`src/rtl/acc_control_fsm_pkg.sv`:
```
// acc_control_fsm_pkg: shared opcode, mux-select and state encodings for the accumulator processor
package acc_control_fsm_pkg;
  localparam logic [3:0] OP_ADD  = 4'h0;
  localparam logic [3:0] OP_SUB  = 4'h1;
  localparam logic [3:0] OP_AND  = 4'h2;
  localparam logic [3:0] OP_OR   = 4'h3;
  localparam logic [3:0] OP_LI   = 4'h4;
  localparam logic [3:0] OP_LW   = 4'h5;
  localparam logic [3:0] OP_SW   = 4'h6;
  localparam logic [3:0] OP_LRA  = 4'h7;
  localparam logic [3:0] OP_BEQ  = 4'h8;
  localparam logic [3:0] OP_BNE  = 4'h9;
  localparam logic [3:0] OP_J    = 4'hA;
  localparam logic [3:0] OP_JAL  = 4'hB;
  localparam logic [3:0] OP_HALT = 4'hF;
  localparam logic [1:0] ACC_SRC_RA  = 2'd0;
  localparam logic [1:0] ACC_SRC_IMM = 2'd1;
  localparam logic [1:0] ACC_SRC_MDR = 2'd2;
  localparam logic [1:0] ACC_SRC_ALU = 2'd3;
  localparam logic [1:0] PC_SRC_INC = 2'd0;
  localparam logic [1:0] PC_SRC_BR  = 2'd1;
  localparam logic [1:0] PC_SRC_JMP = 2'd2;
  localparam logic [2:0] ALU_OP_ADD = 3'd0;
  localparam logic [2:0] ALU_OP_SUB = 3'd1;
  localparam logic [2:0] ALU_OP_AND = 3'd2;
  localparam logic [2:0] ALU_OP_OR  = 3'd3;
  localparam logic [3:0] S_FETCH  = 4'd0;
  localparam logic [3:0] S_DECODE = 4'd1;
  localparam logic [3:0] S_MEM_RD = 4'd2;
  localparam logic [3:0] S_ALU_WB = 4'd3;
  localparam logic [3:0] S_LW_WB  = 4'd4;
  localparam logic [3:0] S_LI_WB  = 4'd5;
  localparam logic [3:0] S_LRA_WB = 4'd6;
  localparam logic [3:0] S_MEM_WR = 4'd7;
  localparam logic [3:0] S_BRANCH = 4'd8;
  localparam logic [3:0] S_JUMP   = 4'd9;
  localparam logic [3:0] S_HALT   = 4'd10;
  localparam logic [3:0] S_ERR    = 4'd11;
  typedef struct packed {
    logic [1:0] acc_src;
    logic       acc_write;
    logic [2:0] alu_op;
    logic [1:0] pc_src;
    logic       pc_write;
    logic       ir_write;
    logic       mdr_write;
    logic       ra_write;
    logic       iord;
    logic       mem_read;
    logic       mem_write;
    logic       halted;
    logic       bus_err;
  } ctrl_t;
  function automatic logic [3:0] decode_next(input logic [3:0] op);
    case (op)
      OP_ADD, OP_SUB, OP_AND, OP_OR, OP_LW: return S_MEM_RD;
      OP_LI:          return S_LI_WB;
      OP_SW:          return S_MEM_WR;
      OP_LRA:         return S_LRA_WB;
      OP_BEQ, OP_BNE: return S_BRANCH;
      OP_J, OP_JAL:   return S_JUMP;
      OP_HALT:        return S_HALT;
      default:        return S_FETCH;
    endcase
  endfunction
endpackage

```
`src/rtl/acc_control_fsm_mem_wait_timer.sv`:
```
// mem_wait_timer: counts not-ready cycles of one memory access and flags a hung access
module mem_wait_timer #(
  parameter int MEM_TIMEOUT = 15
) (
  input  logic clk,
  input  logic rst,
  input  logic clr,
  input  logic en,
  input  logic ready,
  output logic timeout
);
  localparam int W = (MEM_TIMEOUT > 0) ? $clog2(MEM_TIMEOUT + 1) : 1;
  logic [W-1:0] r_cnt;
  always_ff @(posedge clk) begin
    if (rst || clr || ready) r_cnt <= '0;
    else if (en) r_cnt <= r_cnt + 1'b1;
  end
  // ready in the final allowed cycle still completes the access
  assign timeout = (MEM_TIMEOUT != 0) && en && !ready && (r_cnt == W'(MEM_TIMEOUT - 1));
endmodule

```
`src/rtl/acc_control_fsm.sv`:
```
// acc_control_fsm: multi-cycle fetch/decode/execute controller driving the accumulator datapath
module acc_control_fsm
  import acc_control_fsm_pkg::*;
#(
  parameter int MEM_TIMEOUT = 15
) (
  input  logic       clk,
  input  logic       reset,
  input  logic [3:0] opcode,
  input  logic       acc_zero,
  input  logic       mem_ready,
  output logic [1:0] acc_src,
  output logic       acc_write,
  output logic [2:0] alu_op,
  output logic [1:0] pc_src,
  output logic       pc_write,
  output logic       ir_write,
  output logic       mdr_write,
  output logic       ra_write,
  output logic       iord,
  output logic       mem_read,
  output logic       mem_write,
  output logic       halted,
  output logic       bus_err
);
  logic [3:0] r_state;
  logic [3:0] w_next;
  logic       w_mem;
  logic       w_timeout;
  ctrl_t      w_c;
  assign w_mem = (r_state == S_FETCH) || (r_state == S_MEM_RD) || (r_state == S_MEM_WR);
  mem_wait_timer #(.MEM_TIMEOUT(MEM_TIMEOUT)) u_timer (
    .clk(clk), .rst(reset), .clr(!w_mem), .en(w_mem), .ready(mem_ready), .timeout(w_timeout)
  );
  always_ff @(posedge clk) begin
    if (reset) r_state <= S_FETCH;
    else r_state <= w_next;
  end
  always_comb begin
    w_next = S_FETCH;
    case (r_state)
      S_FETCH:  w_next = mem_ready ? S_DECODE : w_timeout ? S_ERR : S_FETCH;
      S_DECODE: w_next = decode_next(opcode);
      S_MEM_RD: w_next = mem_ready ? ((opcode == OP_LW) ? S_LW_WB : S_ALU_WB) : w_timeout ? S_ERR : S_MEM_RD;
      S_MEM_WR: w_next = mem_ready ? S_FETCH : w_timeout ? S_ERR : S_MEM_WR;
      S_HALT:   w_next = S_HALT;
      S_ERR:    w_next = S_ERR;
      default:  w_next = S_FETCH;
    endcase
  end
  always_comb begin
    w_c = '0;
    case (r_state)
      S_FETCH: begin
        w_c.mem_read = 1'b1;
        w_c.ir_write = mem_ready;
        w_c.pc_write = mem_ready;
        w_c.pc_src   = PC_SRC_INC;
      end
      S_MEM_RD: begin
        w_c.mem_read  = 1'b1;
        w_c.iord      = 1'b1;
        w_c.mdr_write = mem_ready;
      end
      S_ALU_WB: begin
        w_c.alu_op    = {1'b0, opcode[1:0]};
        w_c.acc_src   = ACC_SRC_ALU;
        w_c.acc_write = 1'b1;
      end
      S_LW_WB: begin
        w_c.acc_src   = ACC_SRC_MDR;
        w_c.acc_write = 1'b1;
      end
      S_LI_WB: begin
        w_c.acc_src   = ACC_SRC_IMM;
        w_c.acc_write = 1'b1;
      end
      S_LRA_WB: begin
        w_c.acc_src   = ACC_SRC_RA;
        w_c.acc_write = 1'b1;
      end
      S_MEM_WR: begin
        w_c.mem_write = 1'b1;
        w_c.iord      = 1'b1;
      end
      S_BRANCH: begin
        w_c.pc_src   = PC_SRC_BR;
        w_c.pc_write = (opcode == OP_BNE) ? !acc_zero : acc_zero;
      end
      S_JUMP: begin
        w_c.pc_src   = PC_SRC_JMP;
        w_c.pc_write = 1'b1;
        w_c.ra_write = (opcode == OP_JAL);
      end
      S_HALT:  w_c.halted  = 1'b1;
      S_ERR:   w_c.bus_err = 1'b1;
      default: w_c = '0;
    endcase
  end
  assign acc_src   = w_c.acc_src;
  assign acc_write = w_c.acc_write;
  assign alu_op    = w_c.alu_op;
  assign pc_src    = w_c.pc_src;
  assign pc_write  = w_c.pc_write;
  assign ir_write  = w_c.ir_write;
  assign mdr_write = w_c.mdr_write;
  assign ra_write  = w_c.ra_write;
  assign iord      = w_c.iord;
  assign mem_read  = w_c.mem_read;
  assign mem_write = w_c.mem_write;
  assign halted    = w_c.halted;
  assign bus_err   = w_c.bus_err;
endmodule

```
`config.mk`:
```
export PLATFORM = sky130hd
export DESIGN_NAME = acc_control_fsm
export DESIGN_NICKNAME = d
export VERILOG_FILES = /design/src/rtl/acc_control_fsm_pkg.sv /design/src/rtl/acc_control_fsm_mem_wait_timer.sv /design/src/rtl/acc_control_fsm.sv
export SDC_FILE = /design/constraint.sdc
export NUM_CORES = 1
export LEC_CHECK = 0
export ABC_AREA = 1
export ABC_CLOCK_PERIOD_IN_PS = 2300
export CORE_MARGIN = 5
export CORE_UTILIZATION = 46
export CTS_CLUSTER_SIZE = 16
export DETAILED_ROUTE_END_ITERATION = 6
export PLACE_DENSITY = 0.82
export SETUP_SLACK_MARGIN = 0.05
export SLEW_MARGIN = 20
export SYNTH_ARGS = -nofsm -noshare
export SYNTH_HDL_FRONTEND = slang
export SYNTH_SLANG_ARGS = --single-unit
```
`constraint.sdc`:
```
create_clock -name clk -period 2.3 [get_ports clk]
set_input_delay 0.575 -clock clk [delete_from_list [all_inputs] [get_ports clk]]
set_output_delay 0.575 -clock clk [all_outputs]
set_load 0.02 [all_outputs]
```
==> qor.yml, run 1 <==
worst_setup_path:
  cp.required_ns: 1.73
  path_class: "primary input to output port"
  arrival_ns: 1.59
  slowest_delay_ns: 0.50
  cp_slowest_cell: "clkdlybuf4s50_1"
  start_kind: "primary input"
  crit_chain: "clkdlybuf4s50_1 -> inv_1 -> nor3_2 -> buf_2"
  end_kind: "output port"
  critPathMaxFanout: 3
yosys:
  yosysTopAreaCellShare_pct: 23.2
  yosys.area.top_type: "dfxtp_1"
  ys_seq_area_share_pct: 23.2
  yosysUniqueCellTypes: 22
  synth-seq-cells: 8
  synthCells: 123
  synthArstFlopShare_pct: 0
  yosys-top-cells-area: "dfxtp_1, nand2_1, nor2_1, inv_1, nand3_1"
  ys_warn_count: 0
  syn_area_per_cell_um2: 5.62
  synth_nets: 133
  synth-edff-count: 0
  synth_area_um2: 691
  ys.flop_type: "dfxtp_1"
floorplanning:
  rows: 14
  initial_utilization_pct: 46.9
  design.core.area_um2: 1470
  die_y_um: 48.8
  ios: 25
  die_w_um: 48.8
  die_area_um2: 2380
sta:
  slew_violations: 0
  min_period_ns: 2.16
  clock_skew_ns: 0.00138
  hold_viol: 0
  rsz0062_at_grt: "no"
  period_share_pct: 94.0
  max_freq_mhz: 462
  hold_ws_ns: 0.465
  setup_viol: 0
job:
  cap_violations: 0
placed_design:
  gp_congestion: 0.871
  port_buffers: 23
  dp.final_hpwl_um: 1810
detailed_routing:
  drt.antenna.violating_nets: 0
  first_iter_violations: 30
  drcViolationCount: 0
  vias_per_cell: 5.07
  wirelength_um: 2140
  vias: 892
  dr.pass1.iters: 4
  wire_per_inst_um: 12.1
global_routing:
  antenna_found_initial: 0
  grt_pass1_wl_um: 3530
  grt.overflow.total: 0
  grt_pass1_vias: 864
  grt_max_degree: 7
  grtUsageTotal_pct: 18.6
finish:
  antenna_cells: 0
  nets: 172
  area_growth_pct: 51.1
  drive_above_1_share_pct: 21.3
run_status:
  status: "complete, no violations"
power_and_ir_drop:
  ir_worst_vdd_mv: 0.314
  power_density_nw_per_um2: 375
  p_total_w: 0.000391
  p_leak_nw: 0.609
cts:
  root_buffer: "clkbuf_4"
  clkTransAtPathRegs_ns: 0.05
  cts_tree: "yes"
  cts_buffer_depth: 2
  postCtsSetupBuffers: 0
  clkSinkCount: 8
  cts_hold_buf: 0
  numCtsBuffers: 3
  cts_max_level: 1
  worstSkewPairLatency_ns: 0.26
worst_hold_path:
  hold_class: "flip-flop to flip-flop"
==> cells in the final DEF, fill, tap and decap left out, types with 4 or more instances in the layout <==
master,instances
buf_4,12
nand2_1,30
clkdlybuf4s50_1,5
inv_1,19
nor2_1,22
dlygate4sd2_1,6
nor2_2,4
nor3_1,4
a21oi_1,6
nand3_1,7
dfxtp_1,8
dlymetal6s2s_1,6
==> Yosys cell counts, types with 2 or more instances <==
library cell	n
nand3_1	7
nand4_1	2
nor3_1	5
nand2_2	3
ha_1	2
nor2_2	3
a21oi_1	6
nor2_1	23
inv_1	21
dfxtp_1	8
nand2_1	30
o21ai_0	3
==> cells by family after synthesis <==
kind of cell / Yosys count / synth area share (%)
compound gates: 12 / 9.78
fa+ha+maj: 2 / 3.62
buf+inv: 23 / 13.0
flops: 8 / 23.2
other cells: 1 / 0.543
simple gates: 77 / 49.8
==> power by group <==
part           internal (W)  switching, W  total (W)
Sequential         0.000144    0.00000538   0.000149
Clock             0.0000600     0.0000521   0.000112
Combinational     0.0000539     0.0000761   0.000130
==> layout make-up <==
cell class | instances | area, um2
sequential | 8 | 160
clock buffer | 3 | 22.5
tap | 16 | 20.0
multi-input combinational | 92 | 448
fill | 130 | 428
timing repair buffer | 35 | 310
inverter | 22 | 82.6
==> final timing paths <==
check / startpoint / endpoint / slack [ns] / depth (start not counted)
max reg2reg: r_state[2]$_SDFF_PP0_ / r_state[3]$_SDFF_PP0_ / 0.99 / 7
max: mem_ready / mdr_write / 0.14 / 4
min: u_timer.r_cnt[0]$_SDFFE_PP0N_ / u_timer.r_cnt[0]$_SDFFE_PP0N_ / 0.47 / 1
min reg2reg: u_timer.r_cnt[0]$_SDFFE_PP0N_ / u_timer.r_cnt[0]$_SDFFE_PP0N_ / 0.47 / 1
==> per-stage QoR <==
| stage | cells | TNS, ns | util, % | setup WS (ns) | instance area (um2) |
|---|---|---|---|---|---|
| after floorplan | 123 | 0 | - | 0.313 | 691 |
| after global placement | 173 | -1.70 | 69.6 | -0.423 | 1020 |
| after detailed placement | 173 | -1.88 | 69.6 | -0.466 | 1020 |
| after CTS | 176 | -0.00405 | 70.0 | -0.00405 | 1030 |
| after global routing | 176 | 0 | 70.9 | 0.0673 | 1040 |
| final | 176 | 0 | 70.9 | 0.138 | 1040 |
==> critical path, delay by kind of cell <==
family        cells  cell delay (ns)
simple gates      1             0.22
buf+inv           3             0.79
==> per-layer routing <==
metal	vias to the layer above	track usage, %	part of all wire [%]
li1	455	-	-
met4	0	12.6	3.4
met1	392	18.4	39
met2	33	34.1	53
met5	-	0	0
met3	12	3.68	4.7
==> state kept, by name, indices dropped and copies added (netlist names) <==
register	cells
r_state	4
u_timer.r_cnt	4
==> timing repair <==
action	4_1_cts	5_1_grt
endpoints found under the setup margin	12	6
pin swaps	0	4
resized for setup	27	14
Note: power is estimated with default switching activity, not from simulation.
==> run 2: changes to the inputs <==
Settings changed: CORE_UTILIZATION 46 to 40, HOLD_SLACK_MARGIN set to 0.02, PLACE_DENSITY 0.82 to 0.73.
==> qor.yml, run 2 (same netlist as run 1, synthesis figures left out) <==
run_status:
  status: "complete, no violations"
cts:
  cts_tree: "yes"
  root_buffer: "clkbuf_4"
  numCtsBuffers: 3
  cts_buffer_depth: 2
  clkTransAtPathRegs_ns: 0.06
  clkSinkCount: 8
  cts_max_level: 1
  worstSkewPairLatency_ns: 0.25
  cts_hold_buf: 0
  postCtsSetupBuffers: 0
power_and_ir_drop:
  ir_worst_vdd_mv: 0.285
  power.switching_w: 0.000122
  pwr-share-comb_pct: 32.8
  swShare_pct: 32.1
  clkPwrFrac_pct: 28.0
  p_leak_nw: 0.640
  power_density_nw_per_um2: 367
  power.internal_w: 0.000258
  p_total_w: 0.000380
  pwr-share-seq_pct: 39.2
detailed_routing:
  drcViolationCount: 0
  vias: 857
  wire_per_inst_um: 11.3
  first_iter_violations: 11
  vias_per_cell: 4.87
  dr.pass1.iters: 4
  drt.antenna.violating_nets: 0
  wirelength_um: 1990
sta:
  clock_skew_ns: 0.00539
  layout_setup_ws_ns: 0.0232
  setup_viol: 0
  hold_viol: 0
  period_share_pct: 99.0
  min_period_ns: 2.28
  rsz0062_at_grt: "yes"
  slew_violations: 0
  max_freq_mhz: 439
  hold_ws_ns: 0.473
placed_design:
  port_buffers: 23
  gp_congestion: 0.843
  dp.final_hpwl_um: 1720
  dp_slack_ns: -0.443
  dpl-instance-area_um2: 1020
global_routing:
  grt_pass1_wl_um: 3310
  antenna_found_initial: 0
  grtUsageTotal_pct: 15.9
  grt_pass1_vias: 814
  grt_max_degree: 7
  grt.overflow.total: 0
worst_setup_path:
  cp_top_family: "buffers and inverters"
  critPathMaxFanout: 3
  path_class: "primary input to output port"
  end_kind: "output port"
  slowest_delay_ns: 0.47
  cp.buffers_inverters: 4
  worst_path_most_repeated_cell: "buf_4"
  cp_slowest_cell: "clkdlybuf4s50_1"
  start_kind: "primary input"
  cp.required_ns: 1.73
  arrival_ns: 1.70
  crit_chain: "clkdlybuf4s50_1 -> inv_1 -> nor2_2 -> buf_4 -> nand4_1 -> nand3_1 -> nand3b_1 -> buf_4"
worst_hold_path:
  hold_class: "flip-flop to flip-flop"
finish:
  area_growth_pct: 49.8
  final_common_cell: "nand2_1"
  largestRegisters: "r_state (4), u_timer.r_cnt (4)"
  drive_above_1_share_pct: 18.2
  final_cell_area_um2: 1030
  antenna_cells: 0
  fin_util_pct: 61.3
  nets: 171
  final_cell_mix: "nand2_1, nor2_1, inv_1"
job:
  cap_violations: 0
floorplanning:
  die_area_um2: 2660
  die_y_um: 51.6
  design.core.area_um2: 1690
  ios: 25
  die_w_um: 51.6
  rows: 15
  initial_utilization_pct: 40.9
-- run 2: cell types whose count changed in the layout (fill, tap and decap cells not counted), sizes merged --
cell | previous run | this run
clkbuf | 5 | 3
buf | 15 | 16
dlymetal6s2s | 6 | 7
clkdlybuf4s15 | 1 | 0
dlygate4sd2 | 6 | 2
clkdlybuf4s50 | 5 | 9
-- run 2: per-layer routing --
layer	track usage, %	share of wire [%]	vias up
li1	-	-	456
met1	16.1	41	379
met2	32.8	54	20
met3	2.29	4.7	2
met4	3.93	0.30	0
met5	0	0	-
-- run 2: area by class of cell --
| cell class | count | area [um2] |
|---|---|---|
| inverters | 22 | 82.6 |
| repair buffers | 34 | 305 |
| multi-input cells | 92 | 443 |
| flip-flops and latches | 8 | 160 |
| well taps | 17 | 21.3 |
| fillers | 167 | 654 |
| clock buffers | 3 | 22.5 |
-- run 2: worst paths after layout --
check | startpoint | to | slack [ns] | cells past startpoint
worst max register to register | u_timer.r_cnt[1]$_SDFFE_PP0N_ | r_state[3]$_SDFF_PP0_ | 1.02 | 7
worst max-delay path | opcode[3] | pc_write | 0.02 | 8
worst min-delay path | u_timer.r_cnt[0]$_SDFFE_PP0N_ | u_timer.r_cnt[0]$_SDFFE_PP0N_ | 0.47 | 1
worst min register to register | u_timer.r_cnt[0]$_SDFFE_PP0N_ | u_timer.r_cnt[0]$_SDFFE_PP0N_ | 0.47 | 1
-- run 2: worst register-to-register path, cell delays in order (launching register included) --
cell     delay, ns
dfxtp_1       0.38
ha_1          0.17
nand2_1       0.05
nor2_1        0.21
nand4_1       0.16
nand2_1       0.08
nor2_1        0.04
nor2_1        0.12
-- run 2: repair_timing --
| action | CTS | global route |
|---|---|---|
| setup endpoints to repair | 7 | 11 |
| gates resized for setup | 22 | 11 |
| pin swaps | 0 | 0 |
| hold endpoints to repair | 0 | 0 |
-- run 2: power groups by stage --
| stage | sequential [W] | clock [W] | combinational [W] |
|---|---|---|---|
| 6_report | 0.000149 | 0.000106 | 0.000125 |
| 4_1_cts | 0.000149 | 0.000110 | 0.000125 |
| 2_1_floorplan | 0.000151 | 0 | 0.0000696 |
| 3_5_place_dp | 0.000152 | 0 | 0.000128 |
| 5_1_grt | 0.000149 | 0.000116 | 0.000139 |
| 3_3_place_gp | 0.000152 | 0 | 0.000126 |
-- run 2: metrics by stage --
stage / cells / setup TNS, ns
2_1_floorplan: 123 / 0
3_3_place_gp: 173 / -1.70
3_5_place_dp: 173 / -1.77
4_1_cts: 176 / -0.0110
5_1_grt: 176 / -0.0708
6_report: 176 / 0
